`config.mk`:
```
export PLATFORM = sky130hd
export DESIGN_NAME = enemy_sprite_animator_flat
export DESIGN_NICKNAME = d
export VERILOG_FILES = /design/src/rtl/enemy_sprite_animator_if.sv /design/src/rtl/enemy_sprite_animator.sv /design/src/flat_wrapper.sv
export SDC_FILE = /design/constraint.sdc
export NUM_CORES = 1
export LEC_CHECK = 0
export CAP_MARGIN = 10
export CORE_MARGIN = 3
export CORE_UTILIZATION = 45
export DETAILED_ROUTE_END_ITERATION = 7
export PLACE_DENSITY = 0.73
export SLEW_MARGIN = 10
export SYNTH_ARGS = -nofsm -noshare
export SYNTH_HDL_FRONTEND = slang
export SYNTH_SLANG_ARGS = --single-unit
```
`constraint.sdc`:
```
create_clock -name clk -period 2.95 [get_ports clk]
set_clock_uncertainty 0.2 [all_clocks]
set_input_delay 0.59 -clock clk [delete_from_list [all_inputs] [get_ports clk]]
set_output_delay 0.59 -clock clk [all_outputs]
set_load 0.1 [all_outputs]
```
`src/rtl/enemy_sprite_animator_if.sv`:
```
// Pixel-side bundle between the enemy mover/bracket stage, this animator and the video mux.
interface enemy_sprite_animator_if;
    logic        startOfFrame;
    logic        inDrawingRequest;
    logic [10:0] offsetX;
    logic [10:0] offsetY;
    logic        missileDrawingRequest;
    logic        restart;
    logic [7:0]  RGBout;
    logic        drawingRequest;
    logic        hit;
    logic        alive;

    modport master (
        output startOfFrame, inDrawingRequest, offsetX, offsetY,
               missileDrawingRequest, restart,
        input  RGBout, drawingRequest, hit, alive
    );

    modport slave (
        input  startOfFrame, inDrawingRequest, offsetX, offsetY,
               missileDrawingRequest, restart,
        output RGBout, drawingRequest, hit, alive
    );
endinterface

```
`src/rtl/enemy_sprite_animator.sv`:
```
// Enemy sprite colouring plus life cycle: two-frame walk, pixel-exact missile hit,
// blinking hit-flash and dead state. One register stage on the pixel path.
module enemy_sprite_animator #(
    parameter int         OBJECT_WIDTH_X       = 30,
    parameter int         OBJECT_HEIGHT_Y      = 30,
    parameter int         FRAMES_PER_ANIM      = 8,
    parameter int         FLASH_FRAMES         = 32,
    parameter int         BLINK_PERIOD         = 4,
    parameter logic [7:0] HIT_COLOR            = 8'hE0,
    parameter logic [7:0] TRANSPARENT_ENCODING = 8'hFF
) (
    input logic                     clk,
    input logic                     resetN,
    enemy_sprite_animator_if.slave  bus
);
    localparam int ANIM_W  = (FRAMES_PER_ANIM > 1) ? $clog2(FRAMES_PER_ANIM) : 1;
    localparam int FLASH_W = (FLASH_FRAMES > 1) ? $clog2(FLASH_FRAMES) : 1;

    typedef enum logic [1:0] {ALIVE, FLASH, DEAD} state_t;

    state_t              state, state_next;
    logic [ANIM_W-1:0]   anim_cnt, anim_cnt_next;
    logic                anim_frame, anim_frame_next;
    logic [FLASH_W-1:0]  flash_cnt, flash_cnt_next;
    logic                coll_pending, coll_pending_next;
    logic                hit_next;
    logic [7:0]          rgb_q, rgb_next;
    logic                draw_q, draw_next;
    logic                hit_q;
    logic [7:0]          pix;
    logic                opaque, coll, lit;

    // Sprite art: a diamond body with two legs whose columns alternate between frames.
    function automatic logic [7:0] rom_pixel(input logic frame, input logic [10:0] x,
                                             input logic [10:0] y);
        logic signed [12:0] dx, dy;
        logic               body, leg;
        dx = $signed({2'b00, x}) - 13'sd15;
        dy = $signed({2'b00, y}) - 13'sd15;
        if (dx < 0) dx = -dx;
        if (dy < 0) dy = -dy;
        body = (dx + dy) <= 13'sd13;
        if (frame)
            leg = (y >= 11'd26) && (x == 11'd11 || x == 11'd12 || x == 11'd17 || x == 11'd18);
        else
            leg = (y >= 11'd26) && (x == 11'd8 || x == 11'd9 || x == 11'd20 || x == 11'd21);
        return (body || leg) ? {1'b0, frame, x[2:0], y[2:0]} : TRANSPARENT_ENCODING;
    endfunction

    always_comb begin
        if (int'(bus.offsetX) >= OBJECT_WIDTH_X || int'(bus.offsetY) >= OBJECT_HEIGHT_Y)
            pix = TRANSPARENT_ENCODING;
        else
            pix = rom_pixel(anim_frame, bus.offsetX, bus.offsetY);
        opaque = bus.inDrawingRequest && (pix != TRANSPARENT_ENCODING);
        coll   = opaque && bus.missileDrawingRequest && (state == ALIVE);
        lit    = ((int'(flash_cnt) / BLINK_PERIOD) % 2) == 0;
    end

    always_ff @(posedge clk or posedge resetN) begin
        if (resetN) begin
            state        <= ALIVE;
            anim_cnt     <= '0;
            anim_frame   <= 1'b0;
            flash_cnt    <= '0;
            coll_pending <= 1'b0;
            hit_q        <= 1'b0;
            rgb_q        <= TRANSPARENT_ENCODING;
            draw_q       <= 1'b0;
        end else begin
            state        <= state_next;
            anim_cnt     <= anim_cnt_next;
            anim_frame   <= anim_frame_next;
            flash_cnt    <= flash_cnt_next;
            coll_pending <= coll_pending_next;
            hit_q        <= hit_next;
            rgb_q        <= rgb_next;
            draw_q       <= draw_next;
        end
    end

    // Restart beats both a frame boundary and a collision arriving on the same cycle.
    always_comb begin
        state_next        = state;
        anim_cnt_next     = anim_cnt;
        anim_frame_next   = anim_frame;
        flash_cnt_next    = flash_cnt;
        coll_pending_next = coll_pending;
        hit_next          = 1'b0;
        if (bus.restart) begin
            state_next        = ALIVE;
            anim_cnt_next     = '0;
            anim_frame_next   = 1'b0;
            flash_cnt_next    = '0;
            coll_pending_next = 1'b0;
        end else begin
            case (state)
                ALIVE: begin
                    if (bus.startOfFrame) begin
                        if (coll_pending || coll) begin
                            state_next        = FLASH;
                            flash_cnt_next    = '0;
                            coll_pending_next = 1'b0;
                            hit_next          = 1'b1;
                        end else if (anim_cnt == ANIM_W'(FRAMES_PER_ANIM - 1)) begin
                            anim_cnt_next   = '0;
                            anim_frame_next = ~anim_frame;
                        end else begin
                            anim_cnt_next = anim_cnt + 1'b1;
                        end
                    end else if (coll) begin
                        coll_pending_next = 1'b1;
                    end
                end
                FLASH: begin
                    if (bus.startOfFrame) begin
                        if (flash_cnt == FLASH_W'(FLASH_FRAMES - 1))
                            state_next = DEAD;
                        else
                            flash_cnt_next = flash_cnt + 1'b1;
                    end
                end
                default: state_next = state;
            endcase
        end
    end

    always_comb begin
        draw_next = 1'b0;
        rgb_next  = TRANSPARENT_ENCODING;
        case (state)
            ALIVE: begin
                draw_next = opaque;
                rgb_next  = opaque ? pix : TRANSPARENT_ENCODING;
            end
            FLASH: begin
                draw_next = opaque && lit;
                rgb_next  = (opaque && lit) ? HIT_COLOR : TRANSPARENT_ENCODING;
            end
            default: begin
                draw_next = 1'b0;
                rgb_next  = TRANSPARENT_ENCODING;
            end
        endcase
    end

    assign bus.RGBout         = rgb_q;
    assign bus.drawingRequest = draw_q;
    assign bus.hit            = hit_q;
    assign bus.alive          = (state == ALIVE);
endmodule

```
`src/flat_wrapper.sv`:
```
// flat-port wrapper written by rule: the top's interface ports become plain ports
module enemy_sprite_animator_flat 
#(
    parameter int         OBJECT_WIDTH_X       = 30,
    parameter int         OBJECT_HEIGHT_Y      = 30,
    parameter int         FRAMES_PER_ANIM      = 8,
    parameter int         FLASH_FRAMES         = 32,
    parameter int         BLINK_PERIOD         = 4,
    parameter logic [7:0] HIT_COLOR            = 8'hE0,
    parameter logic [7:0] TRANSPARENT_ENCODING = 8'hFF
)
  (clk, resetN, bus_startOfFrame, bus_inDrawingRequest, bus_offsetX, bus_offsetY, bus_missileDrawingRequest, bus_restart, bus_RGBout, bus_drawingRequest, bus_hit, bus_alive);
  enemy_sprite_animator_if bus_i ();
  input logic clk;
  input logic resetN;
  input wire logic [$bits(bus_i.startOfFrame)-1:0] bus_startOfFrame;
  input wire logic [$bits(bus_i.inDrawingRequest)-1:0] bus_inDrawingRequest;
  input wire logic [$bits(bus_i.offsetX)-1:0] bus_offsetX;
  input wire logic [$bits(bus_i.offsetY)-1:0] bus_offsetY;
  input wire logic [$bits(bus_i.missileDrawingRequest)-1:0] bus_missileDrawingRequest;
  input wire logic [$bits(bus_i.restart)-1:0] bus_restart;
  output wire logic [$bits(bus_i.RGBout)-1:0] bus_RGBout;
  output wire logic [$bits(bus_i.drawingRequest)-1:0] bus_drawingRequest;
  output wire logic [$bits(bus_i.hit)-1:0] bus_hit;
  output wire logic [$bits(bus_i.alive)-1:0] bus_alive;
  assign bus_i.startOfFrame = bus_startOfFrame;
  assign bus_i.inDrawingRequest = bus_inDrawingRequest;
  assign bus_i.offsetX = bus_offsetX;
  assign bus_i.offsetY = bus_offsetY;
  assign bus_i.missileDrawingRequest = bus_missileDrawingRequest;
  assign bus_i.restart = bus_restart;
  assign bus_RGBout = bus_i.RGBout;
  assign bus_drawingRequest = bus_i.drawingRequest;
  assign bus_hit = bus_i.hit;
  assign bus_alive = bus_i.alive;
  enemy_sprite_animator #(.OBJECT_WIDTH_X(OBJECT_WIDTH_X), .OBJECT_HEIGHT_Y(OBJECT_HEIGHT_Y), .FRAMES_PER_ANIM(FRAMES_PER_ANIM), .FLASH_FRAMES(FLASH_FRAMES), .BLINK_PERIOD(BLINK_PERIOD), .HIT_COLOR(HIT_COLOR), .TRANSPARENT_ENCODING(TRANSPARENT_ENCODING)) u_core (.clk(clk), .resetN(resetN), .bus(bus_i));
endmodule
```
==> results by stage, run 1 <==
Run status:
- The run finished, with violations left.
- The final reports fail on setup timing.

Pwr:
- The leakage component of the power is 1.74 nW.
- The sequential group share of total power is 24.3%.
- The net switching component of the power is 0.441 mW.
- The total power per unit cell area is 318 nW/um^2.
- Of the total power, the share spent switching nets is 35.1%.
- Combinational logic burns 53.0% of the power.
- Across the VDD grid, the largest voltage drop is 177 uV.
- The clock network burns 22.7% of the power.
- The internal power of the cells is 0.816 mW.

Synthesis:
- Yosys mapped a number of flops with a built-in enable equal to 0.
- The cell area after technology mapping is 2430 sq um.
- The synthesized instance count is 315.
- The synthesis warning total is 0.
- In the synthesized netlist the dominant register cell turns out to be dfrtp_1.
- The synthesized design contains 22 register bits.
- After synthesis, the share of flip-flops with an asynchronous set or reset is 100%.
- The sequential fraction of the synthesis area is 23.1%.
- The average cell area after synthesis is 7.70 sq um.
- Yosys mapped the design onto 58 distinct sky130hd cell types.

Finish:
- The number of nets in the layout is 489.
- The library cells used most frequently in the layout, excluding fill and tap cells, are buf_4 (98), nand2_1 (28), nor2_1 (27).
- The finished layout cell area is 3950 sq um.
- The fraction of final layout cells with drive strength greater than 1 is 43.2%.
- Leaving out fill and tap cells, the most frequent cell in the layout is buf_4.
- The antenna diode count is 0.
- The area added between synthesis and finish is 62.7%.

Worst setup path:
- The largest single stage delay on the critical path is 0.56 ns.
- The signal on the critical path passes through clkdlybuf4s15_1 > a2111o_1 > or3_4 > nor3_2 > a21oi_2 > o32ai_2 > ha_1 > buf_6 > nand2_1 > buf_4 > a211oi_4 > nor3_2 > or4b_4 > a41oi_4 > o21ai_4 > or3b_4 > a21oi_2.
- The highest fanout seen on the critical path is 5.
- The critical path arrival is 4.33 ns.
- The flop-to-flop setup slack is 0.33 ns.
- On the critical path, the stage with the largest delay is an instance of or4b_4.
- The worst setup path is launched from an input pin.
- The worst setup path is of the in -> reg kind.
- At the worst endpoint, the required time is 2.95 ns.
- The kind of end point of the critical path is a register.

Drt:
- The number of vias in the routed layout is 2,896.
- The number of DRC markers in iteration 0 is 135.
- After detailed routing, the number of remaining DRC violations is 0.
- The post-route antenna net violation count is 0.
- The wire length per cell after detailed routing is 16.1 um.
- After detailed routing, the number of vias per cell comes to 5.71.
- The number of detailed-routing iterations run before antenna repair is 4.
- The routed wire length is 8180 um.

Clocking:
- The tree is rooted in a clkbuf_8.
- The number of buffers added by the clock tree synthesis step is 3.
- The H-tree level count is 1.
- The clock reaches the later pin of the worst-skew pair after 0.27 ns.
- TritonCTS built the clock tree.
- The clock transition time at the flip-flop clock pins of the worst setup and hold paths is 0.09 ns.
- Counting along the longest clock path gives a buffer depth of 2.
- The number of sinks on the clock net is 22.

Global routing:
- Across every metal layer, demand over resource in global routing totals 24.8%.
- The pin count of the biggest net entering global routing is 23.
- After global routing the overflow that remains totals 0.
- The global-route wire length before repair is 12,600 um.
- The via count of the first global-routing pass is 2,817.
- The initial antenna violation count is 0.

Die:
- 39 I/O pins were placed.
- The floorplan step set the die height to 79.4 um.
- The area enclosed by the die boundary is 6310 sq um.
- The starting density of the core is 46.9%.
- The region available for standard cell placement spans 5170 sq um.
- In this run the core area contains 26 standard-cell rows.
- The die width is 79.4 um.

STA:
- Based on the critical path, the design can be clocked at up to 231 MHz.
- The count of final hold-check violations is 0.
- In the post-route analysis, the smallest setup slack over all paths is -1.39 ns.
- The final critical-path required period is 4.34 ns.
- Setup repair after global routing could not meet its margin everywhere.
- The final critical path takes up 147% of the cycle.
- The slew at the pin with the worst max-slew slack is 0.857 ns.
- The relative slew slack is 42.8%.
- The max-slew violation count is 0.
- Setup violations remaining at the end of the flow were counted as 21.
- Final hold analysis gives a worst-case slack of 0.343 ns.

Placement:
- The HPWL after detailed placement is 5810 um.
- Routability-driven placement finished with a final weighted congestion of 0.860.
- After detailed placement, the total cell area comes to 3540 sq um.
- The count of buffers from port buffering is 38.
- The post-place setup slack is -2.06 ns.

Flow run:
- The number of violations of the max-capacitance limit is 0.

Worst hold path:
- The class of the most critical hold timing path is reg -> reg.
-- layout make-up --
cell class	instances	area, sq um
multi-input combinational	270	2140
fill	352	1220
timing repair buffer	128	1020
sequential	22	561
tap	70	87.6
inverter	13	61.3
clock buffer	3	41.3
clock inverter	1	30.0
-- stage by stage --
stage	total power, mW	utilization, %	cells	setup TNS, ns
floorplan	0.639	-	316	-29.99
global placement	0.853	68.4	495	-39.92
detailed placement	0.869	68.4	495	-41.67
CTS	1.17	72.6	506	-28.26
global route	1.32	76.3	507	-30.36
finish	1.26	76.3	507	-27.39
-- critical path: cells and delay by family --
kind / cells / cell delay [ns]
simple gates: 6 / 1.69
compound gates: 7 / 1.28
buf+inv: 3 / 0.51
fa+ha+maj: 1 / 0.25
-- cell families after synthesis --
kind of cell	count (synthesis)	synth area share, %
AO/OA/AOI/OAI	92	25.0
XOR/XNOR	22	7.94
adder cells (fa/ha/maj)	23	12.2
buffers and inverters	24	3.71
flip-flops	22	23.1
multiplexers	3	1.34
other	1	0.155
AND/OR/NAND/NOR	128	26.6
-- power by group through the flow --
stage / clock network, mW / registers (mW) / logic (mW)
6_report: 0.285 / 0.305 / 0.666
5_1_grt: 0.299 / 0.306 / 0.714
4_1_cts: 0.287 / 0.305 / 0.574
3_5_place_dp: 0 / 0.311 / 0.558
3_3_place_gp: 0 / 0.311 / 0.542
2_1_floorplan: 0 / 0.310 / 0.329
-- state kept, by name, indices dropped and copies added (netlist names) --
| signal | cells |
|---|---|
| u_core.bus.hit | 1 |
| u_core.coll_pending | 1 |
| u_core.bus.RGBout | 8 |
| u_core.state | 2 |
| u_core.anim_cnt | 3 |
| u_core.flash_cnt | 5 |
| u_core.anim_frame | 1 |
| u_core.bus.drawingRequest | 1 |
-- cells in the mapped netlist (3+ instances only) --
| cell | instances | area (sq um) |
|---|---|---|
| o21ai_0 | 14 | 70.1 |
| a211oi_1 | 3 | 22.5 |
| nand2b_1 | 7 | 43.8 |
| clkbuf_1 | 11 | 41.3 |
| a21o_1 | 5 | 37.5 |
| a21oi_1 | 21 | 105 |
| o211ai_1 | 4 | 30.0 |
| nor4_1 | 3 | 18.8 |
| nand3_1 | 6 | 30.0 |
| nor3b_1 | 3 | 22.5 |
| o21ai_1 | 9 | 45.0 |
| o22ai_1 | 5 | 31.3 |
| inv_1 | 13 | 48.8 |
| nor3_1 | 18 | 90.1 |
| xnor2_1 | 18 | 158 |
| ha_1 | 22 | 275 |
| nor2b_1 | 3 | 18.8 |
| nor2_1 | 30 | 113 |
| nand4_1 | 3 | 18.8 |
| dfrtp_1 | 14 | 350 |
| nand2_1 | 31 | 116 |
| or3_1 | 7 | 43.8 |
| dfstp_2 | 8 | 210 |
| and3_1 | 6 | 37.5 |
| xor2_1 | 4 | 35.0 |
| a31oi_1 | 8 | 50.1 |
-- timing repair --
item,CTS,global route
gates resized for setup,69,47
pin swaps,30,39
hold buffers,0,0
endpoints found under the setup margin,21,21
setup buffers,8,2
cloned,0,0
-- final timing paths --
path | startpoint | end | cells past startpoint
hold reg to reg | u_core.anim_cnt[2]$_DFFE_PP0P_ | u_core.anim_cnt[2]$_DFFE_PP0P_ | 2
max in group asynchronous | resetN | u_core.bus.drawingRequest$_DFF_PP0_ | 2
setup / recovery | bus_offsetY[3] | u_core.anim_cnt[1]$_DFFE_PP0P_ | 17
min in group asynchronous | resetN | u_core.bus.hit$_DFF_PP0_ | 2
setup reg to reg | u_core.flash_cnt[0]$_DFFE_PP0P_ | u_core.flash_cnt[3]$_DFFE_PP0P_ | 7
hold / removal | u_core.anim_cnt[2]$_DFFE_PP0P_ | u_core.anim_cnt[2]$_DFFE_PP0P_ | 2
-- layer usage --
layer / routed length [um] / track usage [%] / vias to the layer above
met4: 142 / 7.90 / 0
met1: 3240 / 29.5 / 1384
li1: - / - / 1397
met5: 0 / 0 / -
met3: 437 / 1.92 / 18
met2: 4360 / 46.4 / 97
No activity file was read; power rests on OpenSTA's default activity.
==> run 2: changes to the inputs <==
- RECOVER_POWER: default -> 100
==> run 2 against run 1 <==
  * Critical endpoint unchanged
  * Utilization down 0.77 points
  * Critical path type unchanged
  * The flow still finishes with violations (setup timing)
  * Sequential power barely moved
  * Sequential share of layout area is 0.15 points higher
  * Largest power group unchanged
==> results by stage, run 2 (synthesized netlist as in run 1, its figures left out) <==
Die:
- The I/O pin count came to 39 (unchanged).
- The floorplan core area was 5170 sq um (unchanged).
- The number of core rows was 26 (unchanged).
- The floorplan die height is 79.4 um (unchanged).
- The starting density of the core is 46.9% (unchanged).
- The die width is 79.4 um (unchanged).
- The area enclosed by the die boundary came to 6310 sq um (unchanged).

STA:
- The maximum clock frequency is 230 MHz (was 231 MHz).
- The setup-violating endpoint count in the final report is 21 (unchanged).
- The slew at the pin with the worst max-slew slack is 1.17 ns (was 0.857 ns).
- Setup repair after global routing missed its margin: yes (unchanged).
- The count of final hold-check violations came to 0 (unchanged).
- The least setup slack across all paths after layout came to -1.39 ns (about the same).
- The relative slew slack is 22.2% (was 42.8%).
- The final critical-path required period came to 4.34 ns (about the same).
- The max-slew violation count is 0 (unchanged).
- The final critical-path share of the clock period was 147% (about the same).

Finish:
- The most common library cell in the layout ignoring fill and taps is buf_4 (unchanged).
- The area added between synthesis and finish is 61.1% (was 62.7%).
- The flip-flop count of the largest register, all copies and words added is 8 (unchanged).
- The fraction of final layout cells with drive strength greater than 1 is 41.0% (was 43.2%).
- The count of non-filler cells in the finished layout is 507 (unchanged).
- The antenna diode count came to 0 (unchanged).
- The footprint of the flip-flops and latches is 561 sq um (unchanged).
- Top library cells by usage in the layout, fill and taps aside: buf_4 (87), nand2_1 (28), nor2_1 (27) (was buf_4 (98), nand2_1 (28), nor2_1 (27)).
- The number of fill cells is 361 (was 352).
- The number of nets in the layout is 489 (unchanged).
- The finished layout cell area is 3910 sq um (was 3950 sq um).
- The area taken by multi-input logic gates is 2140 sq um (unchanged).

Clocking:
- The number of buffers added by the clock tree synthesis step was 3 (unchanged).
- The H-tree level count came to 1 (unchanged).
- The number of buffers on the longest clock path was 2 (unchanged).
- The cell at the root of the clock tree is clkbuf_8 (unchanged).
- The clock latency of the later-clocked register in the worst-skew pair is 0.27 ns (about the same).
- The clock transition time at the flip-flop clock pins of the worst setup and hold paths is 0.09 ns (about the same).
- The CTS tree is done (unchanged).
- The number of sinks on the clock net is 22 (unchanged).

Worst setup path:
- The required time of the critical path was 2.95 ns (about the same).
- The number of cells traversed by the worst register-to-register path is 7 (unchanged).
- The delay of the slowest cell on the worst path is 0.56 ns (about the same).
- Critical Path, Cell by Cell: clkdlybuf4s15_1 > a2111o_1 > or3_4 > nor3_2 > a21oi_2 > o32ai_2 > ha_1 > buf_6 > nand2_1 > buf_4 > a211oi_4 > nor3_2 > or4b_4 > a41oi_4 > o21ai_4 > or3b_4 > a21oi_2 (unchanged).
- The critical path class is in -> reg (unchanged).
- The critical path arrival is 4.34 ns (was 4.33 ns).
- The critical path's slowest cell is or4b_4 (unchanged).
- The sum of buffers and inverters on the critical path came to 3 (unchanged).
- The instance count on the critical path is 17 (unchanged).
- The kind of cell with the highest combined delay on the critical path was simple AND/OR/NAND/NOR gates (unchanged).
- The kind of end point of the critical path is a register (unchanged).
- The highest fanout seen on the critical path is 5 (unchanged).
- The startpoint kind of the worst setup timing path is an input pin (unchanged).

Placement:
- The number of placed cells counting well taps is 495 (unchanged).
- The final estimated routing congestion in global placement came to 0.860 (unchanged).
- The post-DP HPWL is 5810 um (unchanged).
- The count of buffers from port buffering was 38 (unchanged).
- The post-placement cell area is 3540 sq um (unchanged).

Run status:
- Violated checks: setup timing (unchanged).
- Outcome: complete, but fails checks (unchanged).

Drt:
- The number of detailed-routing iterations run before antenna repair is 4 (unchanged).
- The routed wire length came to 8190 um (was 8180 um).
- The number of DRC markers in iteration 0 is 118 (was 135).
- The post-route antenna net violation count is 0 (unchanged).
- The wire length per cell after detailed routing is 16.1 um (about the same).
- The number of design rule violations left after detail routing was 0 (unchanged).
- The number of vias in the routed layout was 2,900 (was 2,896).
- The post-detailed-route via-to-cell ratio is 5.72 (was 5.71).

Global routing:
- The initial antenna violation count was 0 (unchanged).
- The total grt overflow was 0 (unchanged).
- The via count of the first global-routing pass is 2,817 (unchanged).
- The total routing usage reported by global routing was 24.8% (unchanged).
- The pin count of the biggest net entering global routing came to 23 (unchanged).
- The global-route wire length before repair is 12,600 um (unchanged).

Pwr:
- The leakage component of the power is 1.70 nW (was 1.74 nW).
- The total power per unit cell area is 322 nW/um^2 (was 318 nW/um^2).
- The largest vdd supply drop came to 178 uV (was 177 uV).

Flow run:
- The number of violations of the max-capacitance limit was 0 (unchanged).

Worst hold path:
- The hold path depth is 2 (unchanged).
- The class of the most critical hold timing path is reg -> reg (unchanged).
-- run 2: changes by cell type in the layout (fill, tap and decap cells not counted) --
cell,previous run,this run
clkdlybuf4s50_1,6,5
clkbuf_2,4,5
dlygate4sd3_1,0,1
clkbuf_1,0,10
buf_4,98,87
-- run 2: worst paths after layout --
check,from,to,slack (ns)
worst min register to register,u_core.anim_cnt[2]$_DFFE_PP0P_,u_core.anim_cnt[2]$_DFFE_PP0P_,0.34
min in group asynchronous,resetN,u_core.bus.hit$_DFF_PP0_,0.73
worst max-delay path,bus_offsetY[3],u_core.anim_cnt[1]$_DFFE_PP0P_,-1.39
worst min-delay path,u_core.anim_cnt[2]$_DFFE_PP0P_,u_core.anim_cnt[2]$_DFFE_PP0P_,0.34
worst max register to register,u_core.flash_cnt[0]$_DFFE_PP0P_,u_core.flash_cnt[3]$_DFFE_PP0P_,0.33
max in group asynchronous,resetN,u_core.bus.drawingRequest$_DFF_PP0_,1.28
-- run 2: area by class of cell --
class                           count  share of cell area [%]
Inverter                           13                    1.57
Multi-Input combinational cell    270                    54.9
Clock inverter                      1                   0.768
Timing Repair Buffer              128                    25.1
Sequential cell                    22                    14.3
Clock buffer                        3                    1.06
Tap cell                           70                    2.24
-- run 2: stage by stage --
| step | TNS, ns | util [%] | worst slack [ns] | hold slack, ns | power [mW] |
|---|---|---|---|---|---|
| after floorplan | -29.99 | - | -1.53 | 0.293 | 0.639 |
| after global placement | -39.92 | 68.4 | -1.98 | 0.315 | 0.853 |
| after detailed placement | -41.67 | 68.4 | -2.06 | 0.327 | 0.869 |
| after CTS | -28.26 | 72.6 | -1.46 | 0.347 | 1.17 |
| after global routing | -30.36 | 75.5 | -1.54 | 0.376 | 1.32 |
| final | -27.44 | 75.5 | -1.39 | 0.343 | 1.26 |
-- run 2: tightest hold or removal path, stage by stage, from the launching register on --
cell and delay [ns]:
dfrtp_1 0.35, mux2i_1 0.07, nor2_1 0.08
-- run 2: repair_timing --
action / 4_1_cts / 5_1_grt
setup endpoints to repair: 21 / 21
pin swaps: 30 / 39
hold buffers: 0 / 0
setup buffers: 8 / 2
resized for setup: 69 / 47
-- run 2: per-layer routing --
metal | global-route usage [%] | up-vias | part of all wire (%)
met2 | 46.4 | 86 | 53
met5 | 0 | - | 0
met4 | 7.90 | 0 | 1.8
met3 | 1.92 | 18 | 4.8
met1 | 29.5 | 1399 | 40
li1 | - | 1397 | -
-- run 2: report_power, final --
group / switching (mW) / internal [mW] / total, mW
Clock: 0.104 / 0.181 / 0.285
Sequential: 0.00146 / 0.304 / 0.305
Combinational: 0.336 / 0.330 / 0.667
Total: 0.442 / 0.816 / 1.26
